File: src/rtl/fitness_population_scheduler_if.sv
// Evaluator-side handshake between the population scheduler (master) and
// the shared morphologic fitness evaluator (slave).
interface fitness_population_scheduler_if #(
    parameter int InstructionWidth = 64,
    parameter int ErrorWidth       = 5
);
    logic                        fit_start;
    logic [InstructionWidth-1:0] fit_individual;
    logic [ErrorWidth-1:0]       fit_error;
    logic                        fit_finish;
    logic                        fit_buzy;

    modport master (
        output fit_start,
        output fit_individual,
        input  fit_error,
        input  fit_finish,
        input  fit_buzy
    );

    modport slave (
        input  fit_start,
        input  fit_individual,
        output fit_error,
        output fit_finish,
        output fit_buzy
    );
endinterface

File: src/rtl/fitness_population_scheduler.sv
// Runs one shared fitness evaluator over every individual of a latched
// population, streaming per-individual errors and tracking the best one.
module fitness_population_scheduler #(
    parameter int PopulationSize   = 8,
    parameter int IndexWidth       = $clog2(PopulationSize),
    parameter int InstructionWidth = 64,
    parameter int ErrorWidth       = 5,
    parameter int TimeoutCycles    = 1024,
    parameter int TimeoutWidth     = $clog2(TimeoutCycles + 1)
) (
    input  logic                                   clk,
    input  logic                                   rst,
    input  logic                                   start,
    input  logic [PopulationSize*InstructionWidth-1:0] population,
    output logic                                   busy,
    output logic                                   done,
    fitness_population_scheduler_if.master         fit,
    output logic                                   result_valid,
    output logic [IndexWidth-1:0]                  result_index,
    output logic [ErrorWidth-1:0]                  result_error,
    output logic [IndexWidth-1:0]                  best_index,
    output logic [ErrorWidth-1:0]                  best_error,
    output logic [IndexWidth:0]                    timeout_count
);

    localparam int CountWidth = IndexWidth + 1;
    localparam logic [IndexWidth-1:0]   LastIdx    = IndexWidth'(PopulationSize - 1);
    localparam logic [TimeoutWidth-1:0] TimerLast  = TimeoutWidth'(TimeoutCycles - 1);
    localparam logic [ErrorWidth-1:0]   ErrAllOnes = {ErrorWidth{1'b1}};

    typedef enum logic [2:0] {
        ST_IDLE      = 3'd0,
        ST_WAIT_IDLE = 3'd1,
        ST_LAUNCH    = 3'd2,
        ST_RUN       = 3'd3,
        ST_RECORD    = 3'd4,
        ST_DONE      = 3'd5
    } state_t;

    state_t                      state_r;
    state_t                      state_next_s;
    logic [InstructionWidth-1:0] latched_r [PopulationSize];
    logic [IndexWidth-1:0]       idx_r;
    logic [IndexWidth-1:0]       idx_next_s;
    logic [TimeoutWidth-1:0]     timer_r;
    logic [ErrorWidth-1:0]       cap_r;
    logic [IndexWidth-1:0]       result_index_r;
    logic [IndexWidth-1:0]       best_index_r;
    logic [ErrorWidth-1:0]       best_error_r;
    logic [CountWidth-1:0]       timeout_count_r;
    logic                        busy_r;
    logic                        done_r;
    logic                        fit_start_r;
    logic                        result_valid_r;
    logic [InstructionWidth-1:0] fit_individual_r;
    logic                        finish_hit_s;
    logic                        timeout_hit_s;

    // State register.
    always_ff @(posedge clk) begin
        if (rst) begin
            state_r <= ST_IDLE;
        end else begin
            state_r <= state_next_s;
        end
    end

    // Next-state decode; a finish in the same cycle as the timeout wins.
    always_comb begin
        state_next_s  = state_r;
        finish_hit_s  = 1'b0;
        timeout_hit_s = 1'b0;
        idx_next_s    = idx_r + IndexWidth'(1'b1);
        case (state_r)
            ST_IDLE: begin
                if (start) begin
                    state_next_s = ST_WAIT_IDLE;
                end else begin
                    state_next_s = ST_IDLE;
                end
            end
            ST_WAIT_IDLE: begin
                if (!fit.fit_buzy) begin
                    state_next_s = ST_LAUNCH;
                end else begin
                    state_next_s = ST_WAIT_IDLE;
                end
            end
            ST_LAUNCH: state_next_s = ST_RUN;
            ST_RUN: begin
                if (fit.fit_finish) begin
                    finish_hit_s = 1'b1;
                    state_next_s = ST_RECORD;
                end else if (timer_r == TimerLast) begin
                    timeout_hit_s = 1'b1;
                    state_next_s  = ST_RECORD;
                end else begin
                    state_next_s = ST_RUN;
                end
            end
            ST_RECORD: begin
                if (idx_r == LastIdx) begin
                    state_next_s = ST_DONE;
                end else begin
                    state_next_s = ST_WAIT_IDLE;
                end
            end
            ST_DONE: state_next_s = ST_IDLE;
            default: state_next_s = ST_IDLE;
        endcase
    end

    // Datapath and registered outputs; pulse outputs follow the state being entered.
    always_ff @(posedge clk) begin
        if (rst) begin
            for (int k = 0; k < PopulationSize; k++) begin
                latched_r[k] <= '0;
            end
            idx_r            <= '0;
            timer_r          <= '0;
            cap_r            <= '0;
            result_index_r   <= '0;
            best_index_r     <= '0;
            best_error_r     <= ErrAllOnes;
            timeout_count_r  <= '0;
            busy_r           <= 1'b0;
            done_r           <= 1'b0;
            fit_start_r      <= 1'b0;
            result_valid_r   <= 1'b0;
            fit_individual_r <= '0;
        end else begin
            busy_r         <= (state_next_s != ST_IDLE);
            done_r         <= (state_next_s == ST_DONE);
            fit_start_r    <= (state_next_s == ST_LAUNCH);
            result_valid_r <= (state_next_s == ST_RECORD);
            case (state_r)
                ST_IDLE: begin
                    if (start) begin
                        for (int k = 0; k < PopulationSize; k++) begin
                            latched_r[k] <= population[k*InstructionWidth +: InstructionWidth];
                        end
                        fit_individual_r <= population[InstructionWidth-1:0];
                        idx_r            <= '0;
                        best_error_r     <= ErrAllOnes;
                        best_index_r     <= '0;
                        timeout_count_r  <= '0;
                    end
                end
                ST_LAUNCH: timer_r <= '0;
                ST_RUN: begin
                    timer_r <= timer_r + TimeoutWidth'(1'b1);
                    if (finish_hit_s) begin
                        cap_r          <= fit.fit_error;
                        result_index_r <= idx_r;
                    end else if (timeout_hit_s) begin
                        cap_r           <= ErrAllOnes;
                        result_index_r  <= idx_r;
                        timeout_count_r <= timeout_count_r + CountWidth'(1'b1);
                    end
                end
                ST_RECORD: begin
                    // Strict compare keeps the lower index on ties.
                    if (cap_r < best_error_r) begin
                        best_error_r <= cap_r;
                        best_index_r <= idx_r;
                    end
                    if (idx_r != LastIdx) begin
                        idx_r            <= idx_next_s;
                        fit_individual_r <= latched_r[idx_next_s];
                    end
                end
                default: begin
                end
            endcase
        end
    end

    assign busy               = busy_r;
    assign done               = done_r;
    assign fit.fit_start      = fit_start_r;
    assign fit.fit_individual = fit_individual_r;
    assign result_valid       = result_valid_r;
    assign result_index       = result_index_r;
    assign result_error       = cap_r;
    assign best_index         = best_index_r;
    assign best_error         = best_error_r;
    assign timeout_count      = timeout_count_r;

endmodule

File: src/flat_wrapper.sv
// flat-port wrapper written by rule: the top's interface ports become plain ports
module fitness_population_scheduler_flat 
#(
    parameter int PopulationSize   = 8,
    parameter int IndexWidth       = $clog2(PopulationSize),
    parameter int InstructionWidth = 64,
    parameter int ErrorWidth       = 5,
    parameter int TimeoutCycles    = 1024,
    parameter int TimeoutWidth     = $clog2(TimeoutCycles + 1)
)
  (clk, rst, start, population, busy, done, result_valid, result_index, result_error, best_index, best_error, timeout_count, fit_fit_start, fit_fit_individual, fit_fit_error, fit_fit_finish, fit_fit_buzy);
  fitness_population_scheduler_if #(.InstructionWidth(InstructionWidth), .ErrorWidth(ErrorWidth)) fit_i ();
  input  logic clk;
  input  logic rst;
  input  logic start;
  input  logic [PopulationSize*InstructionWidth-1:0] population;
  output logic busy;
  output logic done;
  output logic result_valid;
  output logic [IndexWidth-1:0] result_index;
  output logic [ErrorWidth-1:0] result_error;
  output logic [IndexWidth-1:0] best_index;
  output logic [ErrorWidth-1:0] best_error;
  output logic [IndexWidth:0] timeout_count;
  output wire logic [$bits(fit_i.fit_start)-1:0] fit_fit_start;
  output wire logic [$bits(fit_i.fit_individual)-1:0] fit_fit_individual;
  input wire logic [$bits(fit_i.fit_error)-1:0] fit_fit_error;
  input wire logic [$bits(fit_i.fit_finish)-1:0] fit_fit_finish;
  input wire logic [$bits(fit_i.fit_buzy)-1:0] fit_fit_buzy;
  assign fit_fit_start = fit_i.fit_start;
  assign fit_fit_individual = fit_i.fit_individual;
  assign fit_i.fit_error = fit_fit_error;
  assign fit_i.fit_finish = fit_fit_finish;
  assign fit_i.fit_buzy = fit_fit_buzy;
  fitness_population_scheduler #(.PopulationSize(PopulationSize), .IndexWidth(IndexWidth), .InstructionWidth(InstructionWidth), .ErrorWidth(ErrorWidth), .TimeoutCycles(TimeoutCycles), .TimeoutWidth(TimeoutWidth)) u_core (.clk(clk), .rst(rst), .start(start), .population(population), .busy(busy), .done(done), .fit(fit_i), .result_valid(result_valid), .result_index(result_index), .result_error(result_error), .best_index(best_index), .best_error(best_error), .timeout_count(timeout_count));
endmodule
File: config.mk
export PLATFORM = sky130hd
export DESIGN_NAME = fitness_population_scheduler_flat
export DESIGN_NICKNAME = d
export VERILOG_FILES = /design/src/rtl/fitness_population_scheduler_if.sv /design/src/rtl/fitness_population_scheduler.sv /design/src/flat_wrapper.sv
export SDC_FILE = /design/constraint.sdc
export NUM_CORES = 1
export LEC_CHECK = 0
export ABC_AREA = 1
export BUFFER_PORTS_ARGS = -buffer_cell sky130_fd_sc_hd__clkbuf_2
export CAP_MARGIN = 0
export CORE_AREA = 2 2 240 242
export DETAILED_ROUTE_END_ITERATION = 7
export DIE_AREA = 0 0 242 244
export PLACE_DENSITY_LB_ADDON = 0.12
export SETUP_SLACK_MARGIN = 0.3
export SYNTH_ARGS = -nofsm -noshare
export SYNTH_HDL_FRONTEND = slang
export SYNTH_SLANG_ARGS = --single-unit
File: constraint.sdc
create_clock -name clk -period 21.8 [get_ports clk]
set_input_delay 4.36 -clock clk [delete_from_list [all_inputs] [get_ports clk]]
set_output_delay 4.36 -clock clk [all_outputs]
set_load 0.02 [all_outputs]
==> results.tsv <==
metric	value	unit
Sink Count	617	
utilization after layout	61.41	%
achievable frequency	0.1389	GHz
routed wire length on met2	40.46	mm
Slew Viols, Final	0	
vias in the first global route	22180	
endpoint class of the critical path	flop	
floorplan core area	56170	um^2
chip height	244	um
status	finished clean	
Worst Hold Launch	u_core.timer_r[5]	
crit start category	primary input	
I/O Buffers	609	
Post-CTS Setup Bufs	0	
CP Data Arrival Time	7.51	ns
synth-to-layout area growth	19.09	%
GR Util All Layers	27.95	%
number of remaining DRC errors	0	
GPL Wtd Cong	0.8501	
Filler Cell Count	5045	
CTS Root Cell	clkbuf_16	
async set-or-reset flop fraction in the synthesized netlist	0	%
path depth of the worst reg2reg path	7	
number of flops mapped to enable cells by yosys	512	
Post-Synthesis Cell Area	28960	um^2
share of the synthesized area in the top cell type	53.08	%
Top Metal Used	met5	
antenna violations before repair	10	
max-cap viol count	0	
yosys warns	0	
Hold Path Sink	u_core.timer_r[5]	
Synth area leaders	edfxtp_1 53%, inv_1 10%, nor2_1 8.8%	
VDD IR-drop max	59.59	uV
vias per cell	5.029	
sequential element share of the synthesized area	60.34	%
Slew HR	27.35	%
worst hold stages	2	
clk slew on worst S/H paths	0.06	ns
Avg Synthesized Cell Area	8.693	um^2
Period Utilization, post-route	33.03	%
GRT Residual Overflow	0	
most frequent cell after synthesis	inv_1	
Final nets	4380	
Final TNS setup	0	ns
TritonCTS Buffers	66	
post-route ant nets	0	
main flop type after synthesis	edfxtp_1	
Ports	610	
hold bufs inserted after CTS	0	
DR iter-0 viols	1930	
Final Setup Violations	0	
DR pass1 iterations	7	
wire per inst	18.14	um
Total Power	3005	uW
synthesis-stage register bit count	617	
Hold Crit Class	flop to flop	
unrepaired setup endpoints after global routing	false	
post-cts sizing count	0	
Synth Instances	3332	
worst reg2reg endpoint	u_core.latched_r[0][56]	
Die Width	242	um
met3 WL	6.554	mm
share of layout cells above drive strength 1	19.15	%
crit path max fanout	80	
largest net degree at the start of global routing	186	
CTS max path bufs	3	
row count	87	
H-tree depth	3	
Worst Slack Setup Final	14.60	ns
Setup WS pre-CTS	14.07	ns
top cells by count, synth	791 x inv_1, 681 x nor2_1, 512 x edfxtp_1, 315 x nand2_1, 301 x o21ai_0	
Slew @ Worst Pin	1.090	ns
Metal-1 WL	34.42	mm
syn_nets	3862	
Pwr Density	87.11	nW/um^2
post-route minimum period	7.200	ns
dpl hpwl	55.23	mm
CTS tree	yes	
DR vias	23450	
reg2reg setup slack	18.10	ns
Crit Path Category	primary input to flop	
Initial Util	51.57	%
P_leak	0.01746	uW
Worst EP required	22.11	ns
final hold viol count	0	
full die area	59050	um^2
final WL	84.56	mm
Clk Latency, worst-skew pair	0.60	ns
clock skew	0.01747	ns
top cell type by total area after synthesis	edfxtp_1	
number of distinct library cells after synthesis	32	
first-pass GRT wire length	126.1	mm
Critical R2R Launch	u_core.state_r[0]	
==> power breakdown <==
| part | switching (uW) | internal [uW] | total, uW |
|---|---|---|---|
| Combinational | 309 | 143 | 452 |
| Sequential | 40.5 | 1420 | 1460 |
| Clock | 454 | 643 | 1100 |
| Total | 804 | 2200 | 3000 |
==> cell families (layout without fill, tap and decap cells) <==
kind of cell	Yosys count	in the layout	share of synthesized area, %
AO/OA/AOI/OAI	492	492	8.843
flip-flops	617	617	60.34
adder cells (fa/ha/maj)	8	8	0.3456
buffers and inverters	986	1555	13.34
AND/OR/NAND/NOR	1226	1226	17.05
other	0	5	0
XOR/XNOR	3	3	0.09073
==> cell usage in the layout, fill, tap and decap left out, types with 27 or more instances in the layout <==
cell type / n
a21oi_1: 81
buf_4: 27
clkbuf_16: 71
clkbuf_2: 608
dfxtp_1: 104
edfxtp_1: 512
inv_1: 788
nand2_1: 314
nand3_1: 207
nor2_1: 680
o21ai_0: 301
o21ai_1: 39
o22ai_1: 64
==> metal layers <==
| metal | global-route usage (%) | vias to the layer above |
|---|---|---|
| met5 | 0 | - |
| met4 | 11.11 | 10 |
| met3 | 5.575 | 167 |
| met2 | 45.95 | 904 |
| met1 | 36.58 | 10900 |
| li1 | - | 11470 |
==> per-stage QoR <==
stage          area, um^2  hold WS [ns]  instances
2_1_floorplan       28960        0.4586       3332
3_3_place_gp        32370        0.4733       4538
3_5_place_dp        32370        0.4750       4538
4_1_cts             34480        0.4827       4657
5_1_grt             34490        0.5051       4659
6_report            34490        0.4838       4662
==> worst max path at each step <==
| stage | slack [ns] | cells past startpoint | from | to |
|---|---|---|---|---|
| 2_1_floorplan | 4.71 | 5 | rst | u_core.latched_r[0][0] |
| 3_3_place_gp | 14.15 | 5 | rst | u_core.latched_r[6][59] |
| 6_report | 14.60 | 6 | rst | u_core.latched_r[4][35] |
| 3_5_place_dp | 14.07 | 6 | rst | u_core.latched_r[4][35] |
| 5_1_grt | 14.45 | 6 | rst | u_core.latched_r[4][35] |
| 4_1_cts | 14.71 | 6 | rst | u_core.latched_r[4][35] |
==> critical path, stage by stage <==
cell and delay [ns]:
buf_4 0.32, clkinv_2 0.22, nand3_4 0.70, buf_4 0.80, buf_4 0.78, nor2_1 0.12
==> final cells by class <==
type                    instances  area (um^2)  share of cell area, %
repair buffers                636         3266                  9.467
multi-input cells            1729         7665                  22.22
well taps                     756        945.9                  2.742
diodes                          5        12.51                0.03627
clock inverters                13        66.31                 0.1923
flip-flops and latches        617        17480                  50.68
inverters                     800         3009                  8.724
clock buffers                 106         2048                  5.938
==> registers in the layout, summed over array words and instances (netlist names) <==
name                       flops
u_core.latched_r             512
u_core.busy                    1
u_core.fit.fit_individual     64
u_core.fit.fit_start           1
u_core.result_index            3
u_core.done                    1
u_core.timer_r                11
u_core.best_index              3
u_core.result_valid            1
u_core.best_error              5
u_core.idx_r                   3
u_core.state_r                 3
u_core.result_error            5
u_core.timeout_count           4
Note: power is estimated with default switching activity, not from simulation.
